**src/rtl/lstm_gate_preact.sv**
```systemverilog
// lstm_gate_preact
//
// One LSTM gate pre-activation, z = b + sum(w_i * x_i), in Q8.8. A serial
// stream of (weight, operand) beats is multiplied, accumulated in a wide
// Q(ACC_W-16).16 accumulator, then rounded half-up and narrowed back to Q8.8.
// The result goes to the sigmoid stage over a valid/ready handshake.
//
// Build option:
//   LSTM_PREACT_SAT_EN  defined   -> result clips to 0x7FFF/0x8000, o_sat_flag live
//                       undefined -> result wraps (two's complement), o_sat_flag = 0
//
// Ports:
//   i_clock       sole clock, rising edge
//   i_reset       synchronous active-high reset, clears all state
//   i_in_valid    beat valid
//   o_in_ready    block can accept a beat
//   i_in_last     final beat of the vector
//   i_weight      signed Q8.8 weight
//   i_operand     signed Q8.8 operand (x or h element)
//   i_bias        signed Q8.8 bias, sampled on the first beat of a vector only
//   o_out_valid   o_packet_out holds a result
//   i_out_ready   downstream accepts the result
//   o_packet_out  data field of the sigmoid input packet (Q8.8 pre-activation)
//   o_sat_flag    result was clipped (valid with o_out_valid)
//   o_len_err     vector hit MAX_LEN beats without i_in_last (valid with o_out_valid)

module lstm_gate_preact #(
    parameter int unsigned XLEN    = 16,  // LSTM_INPUT_BITS
    parameter int unsigned FRAC    = 8,
    parameter int unsigned ACC_W   = 40,
    parameter int unsigned MAX_LEN = 64
) (
    input  logic            i_clock,
    input  logic            i_reset,
    input  logic            i_in_valid,
    output logic            o_in_ready,
    input  logic            i_in_last,
    input  logic [XLEN-1:0] i_weight,
    input  logic [XLEN-1:0] i_operand,
    input  logic [XLEN-1:0] i_bias,
    output logic            o_out_valid,
    input  logic            i_out_ready,
    output logic [XLEN-1:0] o_packet_out,
    output logic            o_sat_flag,
    output logic            o_len_err
);

    localparam int unsigned CNT_W  = $clog2(MAX_LEN) + 1;
    localparam int unsigned PROD_W = 2 * XLEN;
    // Width of the rounded, shifted accumulator (one guard bit for the rounding add).
    localparam int unsigned R_W    = ACC_W + 1 - FRAC;

    localparam logic signed [ACC_W:0] RndHalf = (ACC_W + 1)'(1) << (FRAC - 1);
    localparam logic [CNT_W-1:0]      CntLast = CNT_W'(MAX_LEN - 1);

    typedef enum logic [2:0] {
        StIdle,
        StAccum,
        StFlush,
        StRound,
        StHold
    } state_e;

    state_e                    r_state;
    logic signed [ACC_W-1:0]   r_acc;
    logic signed [PROD_W-1:0]  r_prod;
    logic                      r_prod_vld;
    logic [CNT_W-1:0]          r_cnt;
    logic                      r_len_err;

    logic                      w_beat;
    logic                      w_cnt_at_max;
    logic                      w_end_vec;
    logic signed [PROD_W-1:0]  w_product;
    logic signed [ACC_W-1:0]   w_prod_ext;
    logic signed [ACC_W-1:0]   w_bias_ext;
    logic signed [ACC_W:0]     w_acc_rnd;
    logic signed [R_W-1:0]     w_r;
    logic [XLEN-1:0]           w_res;
    logic                      w_sat;

    // Gated by reset so the port reads 0 during the reset cycle itself.
    assign o_in_ready = !i_reset && ((r_state == StIdle) || (r_state == StAccum));
    assign w_beat     = i_in_valid && o_in_ready;

    // The counter holds the number of beats already accepted in this vector, so
    // the MAX_LEN-th beat is the one that arrives while it reads MAX_LEN-1.
    assign w_cnt_at_max = (r_cnt == CntLast);
    assign w_end_vec    = i_in_last || w_cnt_at_max;

    assign w_product  = $signed(i_weight) * $signed(i_operand);
    assign w_prod_ext = {{(ACC_W - PROD_W){r_prod[PROD_W-1]}}, r_prod};
    // Q8.8 bias aligned to the Q.16 accumulator.
    assign w_bias_ext = {{(ACC_W - XLEN - FRAC){i_bias[XLEN-1]}}, i_bias, {FRAC{1'b0}}};

    // Round half up, then arithmetic shift right by FRAC.
    assign w_acc_rnd = {r_acc[ACC_W-1], r_acc} + RndHalf;
    assign w_r       = w_acc_rnd[ACC_W:FRAC];

`ifdef LSTM_PREACT_SAT_EN
    localparam logic signed [R_W-1:0] ResMax = R_W'((64'(1) << (XLEN - 1)) - 64'(1));
    localparam logic signed [R_W-1:0] ResMin = ~ResMax;

    logic w_sat_hi;
    logic w_sat_lo;
    logic w_unused_rnd;

    assign w_sat_hi = (w_r > ResMax);
    assign w_sat_lo = (w_r < ResMin);
    assign w_sat    = w_sat_hi || w_sat_lo;

    always_comb begin
        w_res = w_r[XLEN-1:0];
        if (w_sat_hi) begin
            w_res = {1'b0, {(XLEN - 1){1'b1}}};
        end else if (w_sat_lo) begin
            w_res = {1'b1, {(XLEN - 1){1'b0}}};
        end
    end

    assign w_unused_rnd = ^w_acc_rnd[FRAC-1:0];
`else
    logic w_unused_rnd;

    assign w_res        = w_r[XLEN-1:0];
    assign w_sat        = 1'b0;
    assign w_unused_rnd = ^{w_acc_rnd[FRAC-1:0], w_r[R_W-1:XLEN]};
`endif

    always_ff @(posedge i_clock) begin
        if (i_reset) begin
            r_state      <= StIdle;
            r_acc        <= '0;
            r_prod       <= '0;
            r_prod_vld   <= 1'b0;
            r_cnt        <= '0;
            r_len_err    <= 1'b0;
            o_out_valid  <= 1'b0;
            o_packet_out <= '0;
            o_sat_flag   <= 1'b0;
            o_len_err    <= 1'b0;
        end else begin
            // Product stage: one registered product per accepted beat.
            r_prod_vld <= w_beat;
            if (w_beat) begin
                r_prod <= w_product;
            end

            // The first beat seeds acc with the bias; its product lands next
            // cycle through the normal add path, like every other beat.
            if (w_beat && (r_state == StIdle)) begin
                r_acc <= w_bias_ext;
            end else if (r_prod_vld) begin
                r_acc <= r_acc + w_prod_ext;
            end

            case (r_state)
                StIdle: begin
                    r_cnt <= '0;
                    if (w_beat) begin
                        r_cnt     <= CNT_W'(1);
                        r_len_err <= w_cnt_at_max && !i_in_last;
                        r_state   <= w_end_vec ? StFlush : StAccum;
                    end
                end
                StAccum: begin
                    if (w_beat) begin
                        r_cnt <= r_cnt + CNT_W'(1);
                        if (w_end_vec) begin
                            r_len_err <= !i_in_last;
                            r_state   <= StFlush;
                        end
                    end
                end
                StFlush: begin
                    // Final product is absorbed by the add path this cycle.
                    r_state <= StRound;
                end
                StRound: begin
                    o_packet_out <= w_res;
                    o_sat_flag   <= w_sat;
                    o_len_err    <= r_len_err;
                    o_out_valid  <= 1'b1;
                    r_state      <= StHold;
                end
                StHold: begin
                    if (i_out_ready) begin
                        o_out_valid <= 1'b0;
                        r_state     <= StIdle;
                    end
                end
                default: begin
                    r_state <= StIdle;
                end
            endcase
        end
    end

endmodule

```
**config.mk**
```make
export PLATFORM = sky130hd
export DESIGN_NAME = lstm_gate_preact
export DESIGN_NICKNAME = d
export VERILOG_FILES = /design/src/rtl/lstm_gate_preact.sv
export SDC_FILE = /design/constraint.sdc
export NUM_CORES = 1
export LEC_CHECK = 0
export BUFFER_PORTS_ARGS = -buffer_cell sky130_fd_sc_hd__buf_2
export CORE_MARGIN = 2
export CORE_UTILIZATION = 49
export CTS_BUF_LIST = sky130_fd_sc_hd__clkbuf_4 sky130_fd_sc_hd__clkbuf_8 sky130_fd_sc_hd__clkbuf_16
export DETAILED_ROUTE_END_ITERATION = 16
export PLACE_DENSITY_LB_ADDON = 0.25
export SYNTH_ARGS = -nofsm -noshare
export SYNTH_HDL_FRONTEND = slang
export SYNTH_SLANG_ARGS = --single-unit
```
**constraint.sdc**
```tcl
create_clock -name i_clock -period 17.55 [get_ports i_clock]
set_clock_uncertainty 0.15 [all_clocks]
set_input_delay 0 -clock i_clock [delete_from_list [all_inputs] [get_ports i_clock]]
set_output_delay 0 -clock i_clock [all_outputs]
set_load 0.005 [all_outputs]
```
==> reports/metrics.yaml, run 1 <==
numCtsBuffers: 9
post_cts_buffers: 0
fin_hold_ws_ps: 98.4
cp-start-kind: "primary input"
nets: 1786
yosysWarnings: 0
ys_seq_area_frac: 0.129
setup_viol: 0
grt_pass1_vias: 9332
ant_nets: 0
async_flop_share: 0
antenna_found_initial: 0
drt_first_pass_iters: 5
irDropWorstVdd_mv: 0.160
route.detailed.drc: 0
reg2reg_from: "r_acc[0]$_SDFFE_PP0P_"
grt_pass1_wl_um: 45700
worst_slew_pin_slew_ps: 1070
synth_nets: 1743
fin_area_mm2: 0.0131
worstHoldStart: "i_reset"
die_area_mm2: 0.0259
synth_mux_area_frac: 0.0201
die_h_um: 161
floorplan.die.width_um: 161
viasPerCell: 5.09
num_vias: 9040
gr-total-overflow: 0
slew_headroom: 0.285
routedWlPerCell_um: 14.9
numClockSinks: 78
synth-compound-area-share: 0.0956
final_cell_mix: "inv_1, fa_1, nand2_1, and2_1, ha_1"
leakage_nw: 6.29
synth-xor-area-share: 0.0558
h-tree-depth: 3
ios: 73
synth_top_family_by_area: "adder cells"
min_period_ps: 5790
io_buffers: 71
critPathKind: "primary input to register"
cp_data_required_time_ps: 17600
clk_pin_slew_ps: 60
wl_um: 26500
start_util: 0.498
hold_viol_final: 0
fin_ws_ps: 11760
synth_edf_count: 0
finalCritPeriodShare: 0.330
cp_max_fo: 16
cts_tree: "built"
finalSetupTns_ps: 0
crit_path_start: "i_weight[0]"
hold_class: "primary input to register"
gp_congestion: 0.892
fmax_mhz: 173
synthSimpleGateAreaFrac: 0.182
synth.avg_cell_area_um2: 8.61
cp-end-kind: "register"
outcome: "complete, no violations"
synth_ff_type: "dfxtp_1"
placedInstanceArea_mm2: 0.0126
grt_max_degree: 47
drive_above_1_share: 0.0751
area_growth_pct: 8.54
dp_hpwl_um: 21500
placementRows: 57
cts_root_buf: "clkbuf_16"
pre_cts_slack_ps: 11540
p_total_mw: 2.44
cap_violations: 0
cts_buffer_depth: 2
coreArea_mm2: 0.0242
rsz0062_at_grt: "false"
final_max_slew_viol_count: 0
synth_cell_type_count: 74
synthAdderAreaFrac: 0.413
critical_path_arrival_ps: 5850
grt.total_usage: 0.215
syn_inst: 1404
powerDensity_mw_per_mm2: 186
ys_ff_latch: 78
final_common_cell: "inv_1"
syn_area_mm2: 0.0121
antennaDiodeCount: 0
clock_latency_ps: 330
first_iter_violations: 624
## layout make-up
class,count,area [µm²]
Clock buffer,11,240
Clock inverter,5,60.1
Fill cell,2291,11100
Inverter,266,998
Multi-Input combinational cell,997,9260
Sequential cell,78,1560
Tap cell,324,405
Timing Repair Buffer,95,588
## final timing paths
path,to,slack (ps),cells after the start
setup / recovery,r_prod[19]$_SDFFE_PP0P_,11760,19
hold / removal,r_len_err$_SDFFE_PP0P_,100,2
setup reg to reg,r_acc[22]$_SDFFE_PP0P_,14550,11
hold reg to reg,r_prod[0]$_SDFFE_PP0P_,310,2
## state kept, by name, indices dropped and copies added, names as in the netlist
register      cells
o_out_valid       1
o_len_err         1
r_cnt             7
r_acc            24
r_prod_vld        1
o_packet_out     16
r_len_err         1
r_prod           24
r_state           3
## layer usage
layer	wire, µm	share of wire	vias to the layer above	track usage
met1	12700	0.48	4302	0.308
met2	12200	0.46	218	0.361
met5	0	0	-	0
met3	1160	0.044	31	0.0162
met4	375	0.014	0	0.0463
li1	-	-	4489	-
## where the power goes
| part | switching, mW | total (mW) | internal [mW] |
|---|---|---|---|
| Combinational | 1.12 | 2.02 | 0.897 |
| Sequential | 0.0205 | 0.228 | 0.207 |
| Clock | 0.0729 | 0.186 | 0.114 |
## stage by stage
step                cells   util
global route         1776  0.541
CTS                  1776  0.541
global placement     1739  0.520
detailed placement   1739  0.520
finish               1776  0.541
floorplan            1404      -
## critical path: stages
cell           delay [ps]
dlygate4sd3_1         530
buf_2                 220
nand2b_1              200
fa_1                  500
fa_1                  540
inv_1                  50
fa_1                  500
fa_1                  520
fa_1                  540
inv_1                  50
fa_1                  520
inv_1                  40
ha_1                  240
or3_1                 320
o31ai_1               390
o21bai_1              160
a21oi_1               200
mux2i_1               200
o311ai_1              110
## cell usage after synthesis (all sizes together) (2+ instances only)
master / n / area (µm²)
clkbuf: 53 / 203
o41ai: 2 / 17.5
fa: 188 / 3760
dfxtp: 78 / 1560
nor4b: 2 / 17.5
nand3: 43 / 220
nand2b: 7 / 46.3
o22ai: 2 / 12.5
nand4b: 2 / 17.5
o21bai: 12 / 105
o311ai: 3 / 26.3
a311oi: 4 / 41.3
nand2: 145 / 544
o21a: 5 / 37.5
mux2: 2 / 22.5
or2: 4 / 25.0
nand4: 8 / 50.1
a31o: 2 / 17.5
a21oi: 33 / 169
a21o: 9 / 68.8
buf: 9 / 50.1
and2: 117 / 732
o31ai: 4 / 30.0
ha: 98 / 1230
or3: 6 / 37.5
nor3: 17 / 96.4
nor2b: 6 / 37.5
and3: 10 / 62.6
a211oi: 31 / 233
o21ai: 29 / 145
xnor2: 49 / 429
xor2: 28 / 245
nor2: 75 / 282
o2111ai: 2 / 17.5
inv: 265 / 995
a31oi: 9 / 68.8
mux2i: 22 / 220
o31a: 2 / 18.8
o211ai: 3 / 27.5
a2111oi: 2 / 23.8
## repair_timing
item	4_1_cts	5_1_grt
resized for setup	0	0
hold buffers	21	0
endpoints found under the hold margin	22	0
## cells by family after synthesis
kind of cell,count (synthesis)
AND/OR/NAND/NOR,445
flip-flops,78
adder cells (fa/ha/maj),286
multiplexers,24
AO/OA/AOI/OAI,164
XOR/XNOR,77
buffers and inverters,329
other,1
Note: power is estimated with default switching activity, not from simulation.
==> inputs of run 2 (changes only) <==
ABC_AREA = 1   (was not set)
clock period = 5.5 ns   (was 17.55 ns; I/O delays follow)
==> run 2 against run 1 <==
Cell area rose by 9.2%. Clock power rose to 3.4 times the previous value. Die area rose by 7.5%. Largest power group unchanged. Highest routed layer unchanged.
==> reports/metrics.yaml, run 2 <==
gr-total-overflow: 0  # unchanged
rsz0062_at_grt: "false"
h-tree-depth: 3  # unchanged
crit_path_start: "i_operand[3]"
cpMostUsedCell: "fa_1"
worst_slew_pin_slew_ps: 1100  # +27.1 ps
cts.repair.resized: 0  # unchanged
drive_above_1_share: 0.0824  # +0.00732
numCtsBuffers: 9  # unchanged
ios: 73  # unchanged
yosysTopAreaCell: "fa_1"
synth_edf_count: 0  # unchanged
antenna_found_initial: 0  # unchanged
cp-start-kind: "primary input"
placementRows: 59  # +3.5%
gp_congestion: 0.902  # +1.1%
fin_area_mm2: 0.0143  # +9.2%
syn_area_mm2: 0.0130  # +7.7%
synthTopCellsByArea: "fa_1, inv_1, nand2_1"
slowest_stage: "fa_1"
fin_ws_ps: 342  # -11,410 ps
reg2reg_from: "r_acc[0]$_SDFFE_PP0P_"
wl_um: 32800  # +24%
p_total_mw: 9.07  # +270%
clock_latency_ps: 350  # +20 ps
grt_max_degree: 41  # -13%
hold_viol_final: 0  # unchanged
die_area_mm2: 0.0279  # +7.5%
slowest_delay_ps: 700  # +160 ps
critPathKind: "primary input to register"
finalSetupTns_ps: 0  # unchanged
critical_path_arrival_ps: 5240  # -610 ps
largestRegisters: "r_acc (24), r_prod (24), o_packet_out (16)"
powerDensity_mw_per_mm2: 634  # +240%
pre_cts_slack_ps: 13.0  # -11,520 ps
worstReg2RegEnd: "r_acc[16]$_SDFFE_PP0P_"
async_flop_share: 0  # unchanged
yosysWarnings: 0  # unchanged
crit_chain: "buf_2 -> nand2_1 -> fa_1 -> inv_1 -> fa_1 -> inv_1 -> fa_1 -> fa_1 -> fa_1 -> fa_1 -> inv_1 -> ha_1 -> nand2_1 -> nor3_1 -> nand3_1 -> nand3_1 -> nand3_1 -> nand3_1 -> nand2_1"
synth_ff_type: "dfxtp_1"
viasPerCell: 5.08  # -0.19%
holdPathEnd: "r_state[0]$_SDFFE_PP0P_"
dp_hpwl_um: 27100  # +26%
synth_nets: 2205  # +27%
final_common_cell: "inv_1"
leakage_nw: 8.32  # +32%
slew_headroom: 0.266  # -0.0189
setup_viol: 0  # unchanged
final_max_slew_viol_count: 0  # unchanged
grt_pass1_wl_um: 57400  # +25%
antennaDiodeCount: 0  # unchanged
floorplan.die.width_um: 167  # +3.7%
final_cell_mix: "inv_1, nand2_1, fa_1, nor2_1, ha_1"
ys_ff_latch: 78  # unchanged
cts_buffer_depth: 2  # unchanged
synth_cell_type_count: 48  # -35%
worstHoldStart: "i_reset"
cp_max_fo: 9  # -7
outcome: "complete, no violations"
finalCritPeriodShare: 0.938
syn_inst: 1866  # +33%
clk_pin_slew_ps: 60  # about the same
io_buffers: 71  # unchanged
synth.most_common_cell: "inv_1"
die_h_um: 167  # +3.7%
min_period_ps: 5160
ant_nets: 0  # unchanged
start_util: 0.499  # +0.000866
area_growth_pct: 10.1
num_vias: 11568  # +28%
reg2reg_slack_ps: 3050  # -11,500 ps
hold_path_depth: 3  # +1
grt.total_usage: 0.250  # +0.0345
numClockSinks: 78  # unchanged
grt_pass1_vias: 12214  # +31%
cp_data_required_time_ps: 5580  # -12,020 ps
first_iter_violations: 695  # +11%
irDropWorstVdd_mv: 0.687  # +330%
fmax_mhz: 194
ys_seq_area_frac: 0.120  # -0.00919
cap_violations: 0  # unchanged
rr_worst_depth: 11  # unchanged
routedWlPerCell_um: 14.4  # -3.2%
cp-end-kind: "register"
placedInstanceArea_mm2: 0.0138  # +9.5%
synth.avg_cell_area_um2: 6.97  # -19%
coreArea_mm2: 0.0261  # +7.5%
post_cts_buffers: 0  # unchanged
drt_first_pass_iters: 5  # unchanged
cts_root_buf: "clkbuf_16"
synth_common_cells: "inv_1, nand2_1, fa_1"
route.detailed.drc: 0  # unchanged
synth_top_area_frac: 0.289  # -0.0221
cts_tree: "built"
nets: 2276  # +27%
hold_class: "primary input to register"
[run 2: timing repair]
item,CTS,global route
hold buffers,19,0
hold endpoints to repair,21,0
endpoints found under the setup margin,0,0
[run 2: cell families (layout without fill, tap and decap cells)]
logic type                 Yosys count  in the layout  share of synthesized area
other                                1              1                   0.000288
AOI/OAI and AO/OA                  188            188                     0.0777
DFF                                 78             78                      0.120
and+or+nand+nor                    732            732                      0.237
buffers and inverters              553            629                      0.162
xor gates and xnor gates            28             28                     0.0189
adders and majority gates          286            286                      0.384
[run 2: layer usage]
metal	vias up	global-route usage	share of wire
met4	0	0.0600	0.020
met3	53	0.0250	0.031
li1	5678	-	-
met2	239	0.455	0.50
met1	5598	0.318	0.45
met5	-	0	0
[run 2: worst max path at each step]
| stage | to | slack [ps] | cells after the start |
|---|---|---|---|
| 6_report | r_prod[23]$_SDFFE_PP0P_ | 340 | 19 |
| 5_1_grt | r_prod[22]$_SDFFE_PP0P_ | 7 | 22 |
| 4_1_cts | r_prod[23]$_SDFFE_PP0P_ | 340 | 19 |
| 3_5_place_dp | r_prod[22]$_SDFFE_PP0P_ | 10 | 22 |
| 3_3_place_gp | r_prod[22]$_SDFFE_PP0P_ | 70 | 22 |
| 2_1_floorplan | r_prod[22]$_SDFFE_PP0P_ | 160 | 20 |
[run 2: worst max-delay path, delay by kind of cell]
kind | cells | cell delay, ps
AND/OR/NAND/NOR | 8 | 910
buffers and inverters | 4 | 510
adder cells (fa/ha/maj) | 7 | 3810
[run 2: cell type report]
cell class / instances / area (µm²)
Clock buffer: 11 / 253
Clock inverter: 5 / 63.8
Fill cell: 2598 / 11700
Inverter: 486 / 1830
Multi-Input combinational cell: 1235 / 9340
Sequential cell: 78 / 1560
Tap cell: 335 / 419
Timing Repair Buffer: 127 / 848
[run 2: through the flow]
stage | instances | util | hold slack, ps
after floorplan | 1866 | - | 10.7
final | 2277 | 0.549 | 46.5
after global placement | 2242 | 0.530 | 134
after global routing | 2277 | 0.549 | 57.7
after CTS | 2277 | 0.549 | 36.5
after detailed placement | 2242 | 0.530 | 128
[run 2: report_power, final]
group / switching, mW / internal [mW]
sequential: 0.0877 / 0.663
clock: 0.251 / 0.380
combinational: 4.71 / 2.99
total: 5.04 / 4.03
